### config.mk
export PLATFORM = sky130hd
export DESIGN_NAME = pl_instmem
export DESIGN_NICKNAME = d
export VERILOG_FILES = /design/src/rtl/pl_instmem.sv
export SDC_FILE = /design/constraint.sdc
export NUM_CORES = 1
export LEC_CHECK = 0
export BUFFER_PORTS_ARGS = -buffer_cell sky130_fd_sc_hd__buf_2
export CAP_MARGIN = 20
export CELL_PAD_IN_SITES_DETAIL_PLACEMENT = 1
export CELL_PAD_IN_SITES_GLOBAL_PLACEMENT = 1
export CORE_MARGIN = 2
export CORE_UTILIZATION = 54
export DETAILED_ROUTE_END_ITERATION = 10
export PLACE_DENSITY = 0.8
export REMOVE_ABC_BUFFERS = 1
export SYNTH_ARGS = -nofsm -noshare
export SYNTH_HDL_FRONTEND = slang
export SYNTH_SLANG_ARGS = --single-unit
### constraint.sdc
create_clock -name clk -period 3.7 [get_ports clk]
set_input_delay 0.555 -clock clk [delete_from_list [all_inputs] [get_ports clk]]
set_output_delay 0.555 -clock clk [all_outputs]
set_load 0.02 [all_outputs]
### src/rtl/pl_instmem.sv
// ============================================================================
// pl_instmem -- pipelined instruction memory with a load port
//
// A 2^ADDR_W x DATA_W word memory. After reset it zeroes itself one word per
// cycle (busy=1), then serves instruction fetches through a single
// valid/ack output register with one cycle of latency. A separate load port
// writes words while running. A write and a fetch of the same word in one
// cycle return the written data.
//
// Optional feature (compile-time macro PL_INSTMEM_FAULT_EN):
//   defined   -> misaligned fetches (fetch_addr[1:0]!=0) and fetches with any
//                bit above the memory range set report inst_fault=1, inst=0.
//   undefined -> inst_fault is tied to 0 and the address wraps modulo depth.
//
// Ports:
//   clk         in   clock, all state changes on the rising edge
//   clrn        in   asynchronous active-low reset
//   fetch_req   in   fetch request
//   fetch_addr  in   [31:0] byte address, word index = fetch_addr[ADDR_W+1:2]
//   fetch_ready out  a fetch can be accepted this cycle
//   inst        out  [DATA_W-1:0] fetched instruction
//   inst_valid  out  inst / inst_fault are valid
//   inst_fault  out  the held fetch faulted
//   inst_ack    in   consumer takes the current output
//   ld_we       in   load-port write enable
//   ld_addr     in   [ADDR_W-1:0] load-port word address
//   ld_data     in   [DATA_W-1:0] load-port write data
//   busy        out  post-reset clear in progress
// ============================================================================
module pl_instmem #(
    parameter int ADDR_W = 5,
    parameter int DATA_W = 32
) (
    input  logic              clk,
    input  logic              clrn,
    input  logic              fetch_req,
    input  logic [31:0]       fetch_addr,
    output logic              fetch_ready,
    output logic [DATA_W-1:0] inst,
    output logic              inst_valid,
    output logic              inst_fault,
    input  logic              inst_ack,
    input  logic              ld_we,
    input  logic [ADDR_W-1:0] ld_addr,
    input  logic [DATA_W-1:0] ld_data,
    output logic              busy
);

    localparam int DEPTH = 1 << ADDR_W;

    typedef enum logic {
        S_CLEAR = 1'b0,
        S_RUN   = 1'b1
    } state_t;

    state_t            r_state;
    state_t            w_state_next;
    logic [ADDR_W-1:0] r_clr_cnt;
    logic [ADDR_W-1:0] w_clr_cnt_next;

    logic [DATA_W-1:0] r_mem [0:DEPTH-1];

    logic [DATA_W-1:0] r_inst;
    logic              r_valid;
    logic              r_fault;

    logic              w_run;
    logic              w_accept;
    logic              w_fault;
    logic [ADDR_W-1:0] w_fetch_idx;
    logic              w_ld_en;
    logic              w_bypass;
    logic              w_mem_we;
    logic [ADDR_W-1:0] w_mem_waddr;
    logic [DATA_W-1:0] w_mem_wdata;

    // ------------------------------------------------------------------
    // FSM: CLEAR walks the counter through every word, RUN serves fetches
    // ------------------------------------------------------------------
    always_ff @(posedge clk or negedge clrn) begin
        if (!clrn) begin
            r_state   <= S_CLEAR;
            r_clr_cnt <= '0;
        end else begin
            r_state   <= w_state_next;
            r_clr_cnt <= w_clr_cnt_next;
        end
    end

    always_comb begin
        w_state_next   = r_state;
        w_clr_cnt_next = r_clr_cnt;
        if (r_state == S_CLEAR) begin
            w_clr_cnt_next = r_clr_cnt + 1'b1;
            // Last word is cleared on this edge; RUN starts on the same edge.
            if (r_clr_cnt == ADDR_W'(DEPTH - 1)) begin
                w_state_next   = S_RUN;
                w_clr_cnt_next = '0;
            end
        end
    end

    assign w_run       = (r_state == S_RUN);
    assign busy        = !w_run;
    assign fetch_ready = w_run && (!r_valid || inst_ack);
    assign w_accept    = fetch_req && fetch_ready;
    assign w_fetch_idx = fetch_addr[ADDR_W+1:2];

`ifdef PL_INSTMEM_FAULT_EN
    assign w_fault = (fetch_addr[1:0] != 2'b00) || (|fetch_addr[31:ADDR_W+2]);
`else
    // Alignment and upper address bits are deliberately ignored (address wraps).
    logic w_unused_addr;
    assign w_unused_addr = ^{fetch_addr[31:ADDR_W+2], fetch_addr[1:0]};
    assign w_fault       = 1'b0;
`endif

    // ------------------------------------------------------------------
    // Memory write port: clear writes in CLEAR, load-port writes in RUN
    // ------------------------------------------------------------------
    assign w_ld_en     = w_run && ld_we;
    assign w_mem_we    = !w_run || ld_we;
    assign w_mem_waddr = w_run ? ld_addr : r_clr_cnt;
    assign w_mem_wdata = w_run ? ld_data : '0;
    assign w_bypass    = w_ld_en && (ld_addr == w_fetch_idx);

    always_ff @(posedge clk) begin
        if (w_mem_we) begin
            r_mem[w_mem_waddr] <= w_mem_wdata;
        end
    end

    // ------------------------------------------------------------------
    // Output register: registered read with valid/ack handshake
    // ------------------------------------------------------------------
    always_ff @(posedge clk or negedge clrn) begin
        if (!clrn) begin
            r_inst  <= '0;
            r_valid <= 1'b0;
            r_fault <= 1'b0;
        end else if (w_accept) begin
            r_valid <= 1'b1;
            r_fault <= w_fault;
            if (w_fault) begin
                r_inst <= '0;
            end else if (w_bypass) begin
                r_inst <= ld_data;
            end else begin
                r_inst <= r_mem[w_fetch_idx];
            end
        end else if (inst_ack) begin
            // Ack with nothing held simply re-clears an already-clear flag.
            r_valid <= 1'b0;
        end
    end

    assign inst       = r_inst;
    assign inst_valid = r_valid;
    assign inst_fault = r_fault;

endmodule

* After elaboration in Yosys (flattened, before gate mapping)
Memory sizes are Yosys's and may differ from the RTL's. A register that Yosys moved wholly into a read port is not among the register bits.
Cells that the tools add are included.
** Cells by class
- Shift-type cells :: 0
- Bitwise gates (word level) :: 0
- Equality and inequality tests :: 1
- Reduce and logical (&&, ||, !) cells :: 8
- Order comparisons :: 0
- Add/subtract/negate cells :: 1
- Mux-type cells :: 9
- Divide/modulo/power cells :: 0
- Multipliers :: 0
** Operators with widths (number)
- 32-bit 2-to-1 mux :: 1
- 5-bit 2-to-1 mux :: 2
- 1-bit 2-to-1 mux :: 6
- 5-bit by 1-bit adder with 5-bit output (second input constant) :: 1
- 5-bit == test (second input constant) :: 1
- 1-bit zero test :: 3
- 1-bit logical AND :: 2
- 1-bit logical OR :: 2
- 2-bit nonzero test :: 1
** Storage, ports and cells
- Memories :: 1
- Bits of input ports :: 74
- Bits in registers :: 7
- Bits in read-only memories :: 0
- Bits in writable memories :: 1024
- Latch bits :: 0
** Memory list
- r_mem :: depth 32, bits a word 32, rd ports 1, clocked after Yosys merged registers in 1, wr ports 1, line 61 : logic [DATA_W-1:0] r_mem [0:DEPTH-1];

* Longest topological paths before layout
Gate-level depths: netlist of run 1.
- Word-level depth :: 5
- Depth in mapped cells :: 9
- Gate-level depth less buffers :: 6

* Least setup slack after synthesis of run 1
OpenSTA, ideal clock, no wires.
- Path type :: flip-flop to flip-flop
- Start :: register r_state
- End :: memory r_mem[10][0], enable pin
- Slack :: 0.684 ns
- Data required time :: 3.279 ns
- Stages on the path, launching flop included :: 6
- Arrival time :: 2.595 ns
- Setup time :: 0.421 ns
- Cells stage by stage :: dfrtp_1 buf_2 inv_1 o32ai_1 nand2_1 nor2_1
** On the way
- Cells in the longest elaborated chain, start to end :: 4
** Ends and longest elaborated chain
- start: declaration :: line 56 : state_t r_state;
- start signal: assignment :: line 85 : r_state <= w_state_next;
- 1-bit zero test
- net busy :: line 46 : output logic busy
- 1-bit logical OR :: line 122 : assign w_mem_we = !w_run || ld_we;
- 1-bit 2-to-1 mux :: line 128 : if (w_mem_we) begin
- 1-bit 2-to-1 mux (implied by the code) :: line 129 : r_mem[w_mem_waddr] <= w_mem_wdata;
- end: declaration :: line 61
The timed path passes the listed nets, and every way through them passes these cells.

* Worst setup path after layout of run 1
- Start :: register r_state
- End :: memory r_mem[4][28], enable pin
** On the way
- Cells in the longest elaborated chain, start to end :: 4
** Ends and longest elaborated chain (line)
- 1-bit zero test :: 122
- 1-bit logical OR :: 122
- 1-bit 2-to-1 mux :: 128
- 1-bit 2-to-1 mux (implied by the code) :: 129
Several ways; a longest one is shown, not always the timed one.

==> insert_results.sql, run 1 <==
INSERT INTO impl_metrics (metric_group, metric, value, unit) VALUES
('outcome', 'result_of_the_run', 'complete, no violations', ''),
('layout', 'final_net_count', '2090', ''),
('grt', 'groute.usage.overall', '27.4', '%'),
('detailed_routing', 'firstDrtPassIters', '7', ''),
('sta', 'grt_setup_unrepaired', 'false', ''),
('sta', 'setup-violations-final', '0', ''),
('worst_setup_path', 'worst-endpoint-arrival', '3.27', 'ns'),
('clocking', 'clock_slew_at_the_register_clock_pins_of_the_worst_setup_and_hold_paths', '0.06', 'ns'),
('grt', 'global_route_wire_length_before_repair', '152000', 'microns'),
('layout', 'layout-drive-gt1-share', '30.5', '%'),
('synthesis', 'register_bit_total_from_synthesis', '1063', ''),
('sta', 'max_freq', '338', 'MHz'),
('worst_setup_path', 'timing.critical_path.fanout_max', '21', ''),
('layout', 'multi_input_comb_area', '0.00871', 'sq mm'),
('synthesis', 'synth_top_family_by_area', 'multiplexers', ''),
('placed_design', 'dpl.cell_count', '2886', ''),
('synthesis', 'synth.avg_cell_area', '22.1', 'sq um'),
('worst_hold_path', 'hold_class', 'input pin to async pin', ''),
('floorplanning', 'io-pin-count', '110', ''),
('grt', 'largest_net_degree_at_the_start_of_global_routing', '64', ''),
('synthesis', 'syn-instance-count', '1854', ''),
('clocking', 'cts_tree', 'yes', ''),
('pwr', 'p_per_area', '539', 'mW/mm^2'),
('grt', 'antenna_found_initial', '0', ''),
('sta', 'final_period_minus_worst_setup_slack', '2.96', 'ns'),
('detailed_routing', 'route.final.wire_length', '105000', 'microns'),
('sta', 'finClkSkew', '0.0407', 'ns'),
('worst_setup_path', 'worstSetupPathType', 'flip-flop to flip-flop', ''),
('detailed_routing', 'post_drt_via_cell_ratio', '6.55', ''),
('layout', 'layout-area-overhead-vs-synth', '12.8', '%'),
('synthesis', 'yosys_most_used_dff', 'edfxtp_1', ''),
('clocking', 'clk-insertion-delay-late', '0.67', 'ns'),
('clocking', 'inserted_clock_buffers', '104', ''),
('synthesis', 'synth.distinct_cells', '49', ''),
('clocking', 'clock-sinks', '1063', ''),
('sta', 'final_setup_tns', '0', 'ns'),
('worst_setup_path', 'worst_setup_path_end_kind', 'flip-flop', ''),
('placed_design', 'place_hpwl', '59400', 'microns'),
('grt', 'first_global_vias', '21900', ''),
('floorplanning', 'core_region_area', '0.0756', 'sq mm'),
('detailed_routing', 'routedWlPerCell', '34.1', 'microns'),
('placed_design', 'buffer_ports.inserted', '81', ''),
('synthesis', 'synth_xor_area_share', '0.0854', '%'),
('synthesis', 'yosys.area_share.simple', '2.08', '%'),
('floorplanning', 'die_area', '0.0782', 'sq mm'),
('layout', 'layout.area.seq', '0.0317', 'sq mm'),
('floorplanning', 'dieWidth', '280', 'microns'),
('synthesis', 'synthTopCellsByArea', 'edfxtp_1 75%, mux4_2 14%, dfrtp_1 2.4%, o221ai_2 1.1%, o22ai_1 0.98%', ''),
('synthesis', 'netlist_area', '0.0410', 'sq mm'),
('floorplanning', 'floorplan.die.height', '280', 'microns'),
('worst_setup_path', 'worst-endpoint-required', '4.02', 'ns'),
('synthesis', 'synth_compound_area_share', '3.41', '%'),
('layout', 'final_instance_count_without_filler_cells', '3080', ''),
('clocking', 'root_buffer', 'clkbuf_16', ''),
('layout', 'layout.filler_cells', '6157', ''),
('detailed_routing', 'detail-route-antenna-nets', '0', ''),
('sta', 'pin_slew_with_the_least_headroom_to_its_limit', '1.08', 'ns'),
('floorplanning', 'floorplan.initialDensity', '54.3', '%'),
('synthesis', 'synthAdderAreaFrac', '0.0610', '%'),
('detailed_routing', 'drt-initial-drc-count', '2238', ''),
('synthesis', 'synthMuxAreaShare', '14.9', '%'),
('synthesis', 'synth_enable_flop_cells', '1024', ''),
('pwr', 'vdd_ir_drop_max', '0.000391', 'V'),
('synthesis', 'total_number_of_yosys_warnings', '0', ''),
('sta', 'slew-limit-headroom', '28.2', '%'),
('sta', 'finalCritPeriodShare', '79.9', '%'),
('synthesis', 'asr_flop_ratio_synth', '3.67', '%'),
('synthesis', 'ys_seq_area_share', '77.4', '%'),
('placed_design', 'gpl.final_weighted_congestion', '0.774', ''),
('detailed_routing', 'via_count', '20200', ''),
('floorplanning', 'row_count', '101', '');
cell families (layout without fill, tap and decap cells):
logic type / after synthesis / in the layout
flip-flops: 1063 / 1063
multiplexers: 291 / 291
AND/OR/NAND/NOR: 191 / 191
AO/OA/AOI/OAI: 162 / 162
buffers and inverters: 140 / 387
XOR/XNOR: 4 / 4
adder cells (fa/ha/maj): 2 / 2
other: 1 / 2
worst max-delay path: stages, from the launching register on:
cell and delay (ns):
dfrtp_2 0.46, buf_4 0.25, nor3_1 0.28, a21oi_2 0.22, nor2_4 0.92, buf_4 0.43
worst paths after layout:
| path | start | end | slack [ns] | depth (start not counted) |
|---|---|---|---|---|
| setup / recovery | r_state | r_mem[4][28] | 0.74 | 5 |
| hold / removal | clrn | inst[7] | 0.04 | 1 |
| setup reg to reg | r_state | r_mem[4][28] | 0.74 | 5 |
| hold reg to reg | inst[29] | inst[29] | 0.49 | 2 |
| max in group asynchronous | clrn | inst[31] | 2.81 | 2 |
| min in group clk | inst_ack | inst_valid | 0.21 | 3 |
power by group:
| part | total (mW) | internal (mW) | switching, mW |
|---|---|---|---|
| Combinational | 1.41 | 0.506 | 0.901 |
| Clock | 10.2 | 5.74 | 4.45 |
| Sequential | 13.3 | 13.3 | 0.0464 |
| Total | 24.9 | 19.5 | 5.39 |
layout make-up:
class	count	area share, %
Sequential cell	1063	68.6
Multi-Input combinational cell	651	18.8
Clock buffer	137	6.13
Tap cell	978	2.64
Timing Repair Buffer	158	2.63
Clock inverter	56	0.919
Inverter	36	0.292
Antenna cell	1	0.00541
layout by cell type, fill, tap and decap left out, types with 3 or more instances in the layout:
cell type	n
clkbuf_1	23
buf_4	61
bufinv_16	5
or3_1	20
dfrtp_1	38
clkinv_2	22
a22oi_1	14
nor2_4	32
inv_1	36
nand2_1	91
clkbuf_16	105
buf_12	17
mux4_2	256
mux2i_1	31
xnor2_1	4
mux2_2	3
o22ai_1	64
edfxtp_1	1024
o221ai_2	30
o22a_1	18
o21ai_0	5
o221ai_1	20
nand3_1	3
clkinvlp_4	3
buf_2	78
clkbuf_8	10
nor2_1	23
nand2b_1	4
clkinv_1	20
registers in the layout (all words and copies together) (netlist names):
register    flops
r_clr_cnt       5
inst_valid      1
r_mem        1024
inst           32
r_state         1
cells in the mapped netlist (3+ instances only):
cell type	instances
edfxtp_1	1024
mux4_2	256
nand2_1	92
o22ai_1	64
nor2_1	55
dfrtp_1	39
inv_1	36
buf_2	31
mux2i_1	31
o221ai_2	30
buf_6	23
clkbuf_1	23
o221ai_1	20
or3_1	20
o22a_1	18
buf_4	17
a22oi_1	14
buf_1	6
o21ai_0	5
nand2b_1	4
xnor2_1	4
a31oi_1	3
mux2_2	3
nand3_1	3
metrics by stage:
| step | worst slack, ns | util (%) | area, sq um | hold WS, ns | total power, mW |
|---|---|---|---|---|---|
| 3_3_place_gp | 0.860 | 56.9 | 43000 | 0.464 | 14.9 |
| 2_1_floorplan | -0.240 | - | 40300 | 0.259 | 14.3 |
| 4_1_cts | 0.727 | 61.2 | 46300 | 0.0681 | 25.0 |
| 5_1_grt | 0.647 | 61.2 | 46300 | 0.0837 | 25.5 |
| 6_report | 0.744 | 61.2 | 46300 | 0.0366 | 24.9 |
| 3_5_place_dp | 0.741 | 56.9 | 43000 | 0.472 | 15.0 |
per-layer routing:
layer | wire length (microns) | GRT usage, % | vias to the layer above
met5 | 0 | 0 | -
met4 | 5250 | 13.2 | 0
met3 | 5650 | 3.64 | 267
met2 | 53900 | 46.8 | 889
met1 | 40100 | 35.1 | 10900
li1 | - | - | 8132
(Power assumes the default switching activity.)
==> inputs of run 2 (changes only) <==
==> constraint.sdc (replaced) <==
create_clock -name clk -period 3.06 [get_ports clk]
set_input_delay 0.459 -clock clk [delete_from_list [all_inputs] [get_ports clk]]
set_output_delay 0.459 -clock clk [all_outputs]
set_load 0.02 [all_outputs]
==> insert_results.sql, run 2 (synthesis results as in run 1) <==
INSERT INTO impl_metrics (metric_group, metric, value, unit) VALUES
('outcome', 'result_of_the_run', 'complete, no violations', ''),
('pwr', 'clock_share_of_power', '41.0', '%'),
('layout', 'final_net_count', '2112', ''),
('clocking', 'clk-insertion-delay-late', '0.68', 'ns'),
('pwr', 'net_sw_share', '22.1', '%'),
('worst_setup_path', 'regToRegEndpoint', 'inst[20]', ''),
('sta', 'pin_slew_with_the_least_headroom_to_its_limit', '1.03', 'ns'),
('sta', 'finClkSkew', '0.0236', 'ns'),
('grt', 'largest_net_degree_at_the_start_of_global_routing', '49', ''),
('detailed_routing', 'via_count', '20600', ''),
('worst_setup_path', 'cp_max_stage_cell', 'dfrtp_2', ''),
('pwr', 'vdd_ir_drop_max', '0.000510', 'V'),
('clocking', 'clock_tree.buffer_depth', '3', ''),
('clocking', 'cts_setup_buffers', '0', ''),
('worst_setup_path', 'timing.critical_path.fanout_max', '32', ''),
('sta', 'final_period_minus_worst_setup_slack', '2.59', 'ns'),
('placed_design', 'gpl.final_weighted_congestion', '0.753', ''),
('clocking', 'clock-sinks', '1063', ''),
('detailed_routing', 'detail-route-antenna-nets', '0', ''),
('pwr', 'total_switching_power', '6.68', 'mW'),
('worst_setup_path', 'worst_path_dominant_cell_family', 'simple AND/OR/NAND/NOR gates', ''),
('flow_run', 'max_cap_viol_count', '0', ''),
('floorplanning', 'core_region_area', '0.0756', 'sq mm'),
('worst_setup_path', 'critPathCapture', 'inst[20]', ''),
('layout', 'layout-drive-gt1-share', '30.7', '%'),
('grt', 'antenna_found_initial', '0', ''),
('floorplanning', 'floorplan.initialDensity', '54.3', '%'),
('worst_setup_path', 'worst_setup_path_start_kind', 'flip-flop', ''),
('grt', 'global_route_wire_length_before_repair', '156000', 'microns'),
('layout', 'antenna_cells', '0', ''),
('layout', 'largest_register_ff_count', '1024', ''),
('sta', 'setup-violations-final', '0', ''),
('layout', 'layout-area-overhead-vs-synth', '13.8', '%'),
('grt', 'first_global_vias', '22000', ''),
('layout', 'layout.cells.most_common_list', '1024 x edfxtp_1, 256 x mux4_2, 108 x clkbuf_16', ''),
('detailed_routing', 'post_drt_via_cell_ratio', '6.62', ''),
('worst_setup_path', 'r2r_start', 'r_state', ''),
('worst_setup_path', 'worst_setup_path_end_kind', 'flip-flop', ''),
('clocking', 'inserted_clock_buffers', '105', ''),
('worst_setup_path', 'path_buf_inv', '2', ''),
('sta', 'finalMaxSlewViolations', '0', ''),
('sta', 'slew-limit-headroom', '31.2', '%'),
('sta', 'timing.final.hold_violations', '0', ''),
('worst_setup_path', 'worstSetupPathType', 'flip-flop to flip-flop', ''),
('pwr', 'share_seq_of_total_power', '53.3', '%'),
('pwr', 'static-leakage-power', '15.1', 'nW'),
('floorplanning', 'dieWidth', '280', 'microns'),
('floorplanning', 'die_area', '0.0782', 'sq mm'),
('placed_design', 'place_hpwl', '58200', 'microns'),
('detailed_routing', 'remaining_drc_errors', '0', ''),
('layout', 'layout.cells.most_common', 'edfxtp_1', ''),
('layout', 'layout.filler_cells', '6139', ''),
('layout', 'regMostFlops', 'r_mem', ''),
('worst_setup_path', 'worst-endpoint-arrival', '3.17', 'ns'),
('floorplanning', 'floorplan.die.height', '280', 'microns'),
('clocking', 'ctsResizeCount', '0', ''),
('floorplanning', 'io-pin-count', '110', ''),
('worst_setup_path', 'worst_path_largest_cell_delay', '0.47', 'ns'),
('floorplanning', 'row_count', '101', ''),
('worst_setup_path', 'worst_setup_path_startpoint', 'r_state', ''),
('detailed_routing', 'routedWlPerCell', '34.8', 'microns'),
('detailed_routing', 'firstDrtPassIters', '5', ''),
('clocking', 'ctsHtreeMaxLevel', '3', ''),
('worst_setup_path', 'worst-r2r-setup-slack', '0.47', 'ns'),
('detailed_routing', 'drt-initial-drc-count', '2289', ''),
('clocking', 'root_buffer', 'clkbuf_16', ''),
('worst_setup_path', 'worst-endpoint-required', '3.64', 'ns'),
('sta', 'final_setup_tns', '0', 'ns'),
('sta', 'grt_setup_unrepaired', 'false', ''),
('grt', 'overflow', '0', ''),
('worst_setup_path', 'worstSetupPathDepth', '6', ''),
('pwr', 'combPwrFrac', '5.7', '%'),
('worst_setup_path', 'reg2regPathDepth', '6', ''),
('clocking', 'cts_tree', 'yes', ''),
('detailed_routing', 'route.final.wire_length', '108000', 'microns'),
('worst_hold_path', 'hold_class', 'input pin to flip-flop', ''),
('pwr', 'p_per_area', '649', 'mW/mm^2'),
('layout', 'finalCoreUtilization', '61.8', '%'),
('sta', 'finalCritPeriodShare', '84.6', '%'),
('sta', 'max_freq', '386', 'MHz'),
('worst_setup_path', 'sequence_of_cells_on_the_critical_path', 'buf_4 -> and2_1 -> nand2_2 -> a21o_2 -> buf_12 -> o221ai_2', ''),
('clocking', 'clock_slew_at_the_register_clock_pins_of_the_worst_setup_and_hold_paths', '0.06', 'ns'),
('pwr', 'cellInternalPower', '23.6', 'mW'),
('placed_design', 'buffer_ports.inserted', '81', ''),
('grt', 'groute.usage.overall', '28.1', '%');
## run 2: cell count changes in the layout (fill, tap and decap cells not counted), sizes merged
cell,change
buf,+20
bufinv,-2
clkbuf,+13
clkinv,-8
clkinvlp,+3
diode,-1
dlygate4sd3,+1
inv,+1
## run 2: metrics by stage
step | worst slack (ns) | hold WS (ns) | total power, mW | instances | cell area (sq um)
after floorplan | -0.880 | 0.163 | 17.3 | 1750 | 40300
after global placement | 0.543 | 0.467 | 18.1 | 2906 | 43400
after detailed placement | 0.469 | 0.475 | 18.2 | 2906 | 43400
after CTS | 0.442 | 0.0983 | 30.4 | 3107 | 46700
after global routing | 0.383 | 0.134 | 31.0 | 3107 | 46700
final | 0.471 | 0.123 | 30.3 | 3107 | 46700
## run 2: timing repair
action | 4_1_cts | 5_1_grt
hold buffers | 1 | 0
hold endpoints to repair | 16 | 0
setup endpoints to repair | 0 | 0
## run 2: tightest hold or removal path: cells and delay by family
family / cells / cell delay (ns)
compound gates: 1 / 0.11
buf+inv: 1 / 0.10
simple gates: 1 / 0.09
## run 2: area by class of cell
type / instances / area (sq um) / share of cell area, %
clock buffers: 150 / 2910 / 6.24
clock inverters: 50 / 360 / 0.772
inverters: 36 / 135 / 0.290
multi-input cells: 651 / 8710 / 18.7
flip-flops and latches: 1063 / 31700 / 68.0
well taps: 978 / 1220 / 2.62
repair buffers: 179 / 1600 / 3.43
## run 2: worst min path at each step
stage / startpoint / to / slack, ns / cells after the start
global placement: inst[18] / inst[18] / 0.47 / 2
finish: ld_data[22] / inst[22] / 0.12 / 3
detailed placement: inst[2] / inst[2] / 0.47 / 2
floorplan: clrn / inst[0] / 0.16 / 0
CTS: ld_data[22] / inst[22] / 0.1 / 3
global route: ld_data[7] / inst[7] / 0.13 / 3
## run 2: routing by layer
layer  up-vias  global-route usage, %  share of wire (%)
li1       8187                      -                  -
met1     11100                   36.1                 37
met2      1013                   48.7                 52
met3       242                   4.04                6.3
met4         0                   11.8                4.2
met5         -                      0                  0
## run 2: power groups by stage
stage / Clock (mW) / Combinational [mW] / Sequential [mW]
2_1_floorplan: 0 / 0.808 / 16.5
3_3_place_gp: 0 / 1.64 / 16.4
3_5_place_dp: 0 / 1.73 / 16.4
4_1_cts: 12.6 / 1.75 / 16.1
5_1_grt: 13.0 / 1.84 / 16.1
6_report: 12.4 / 1.73 / 16.1
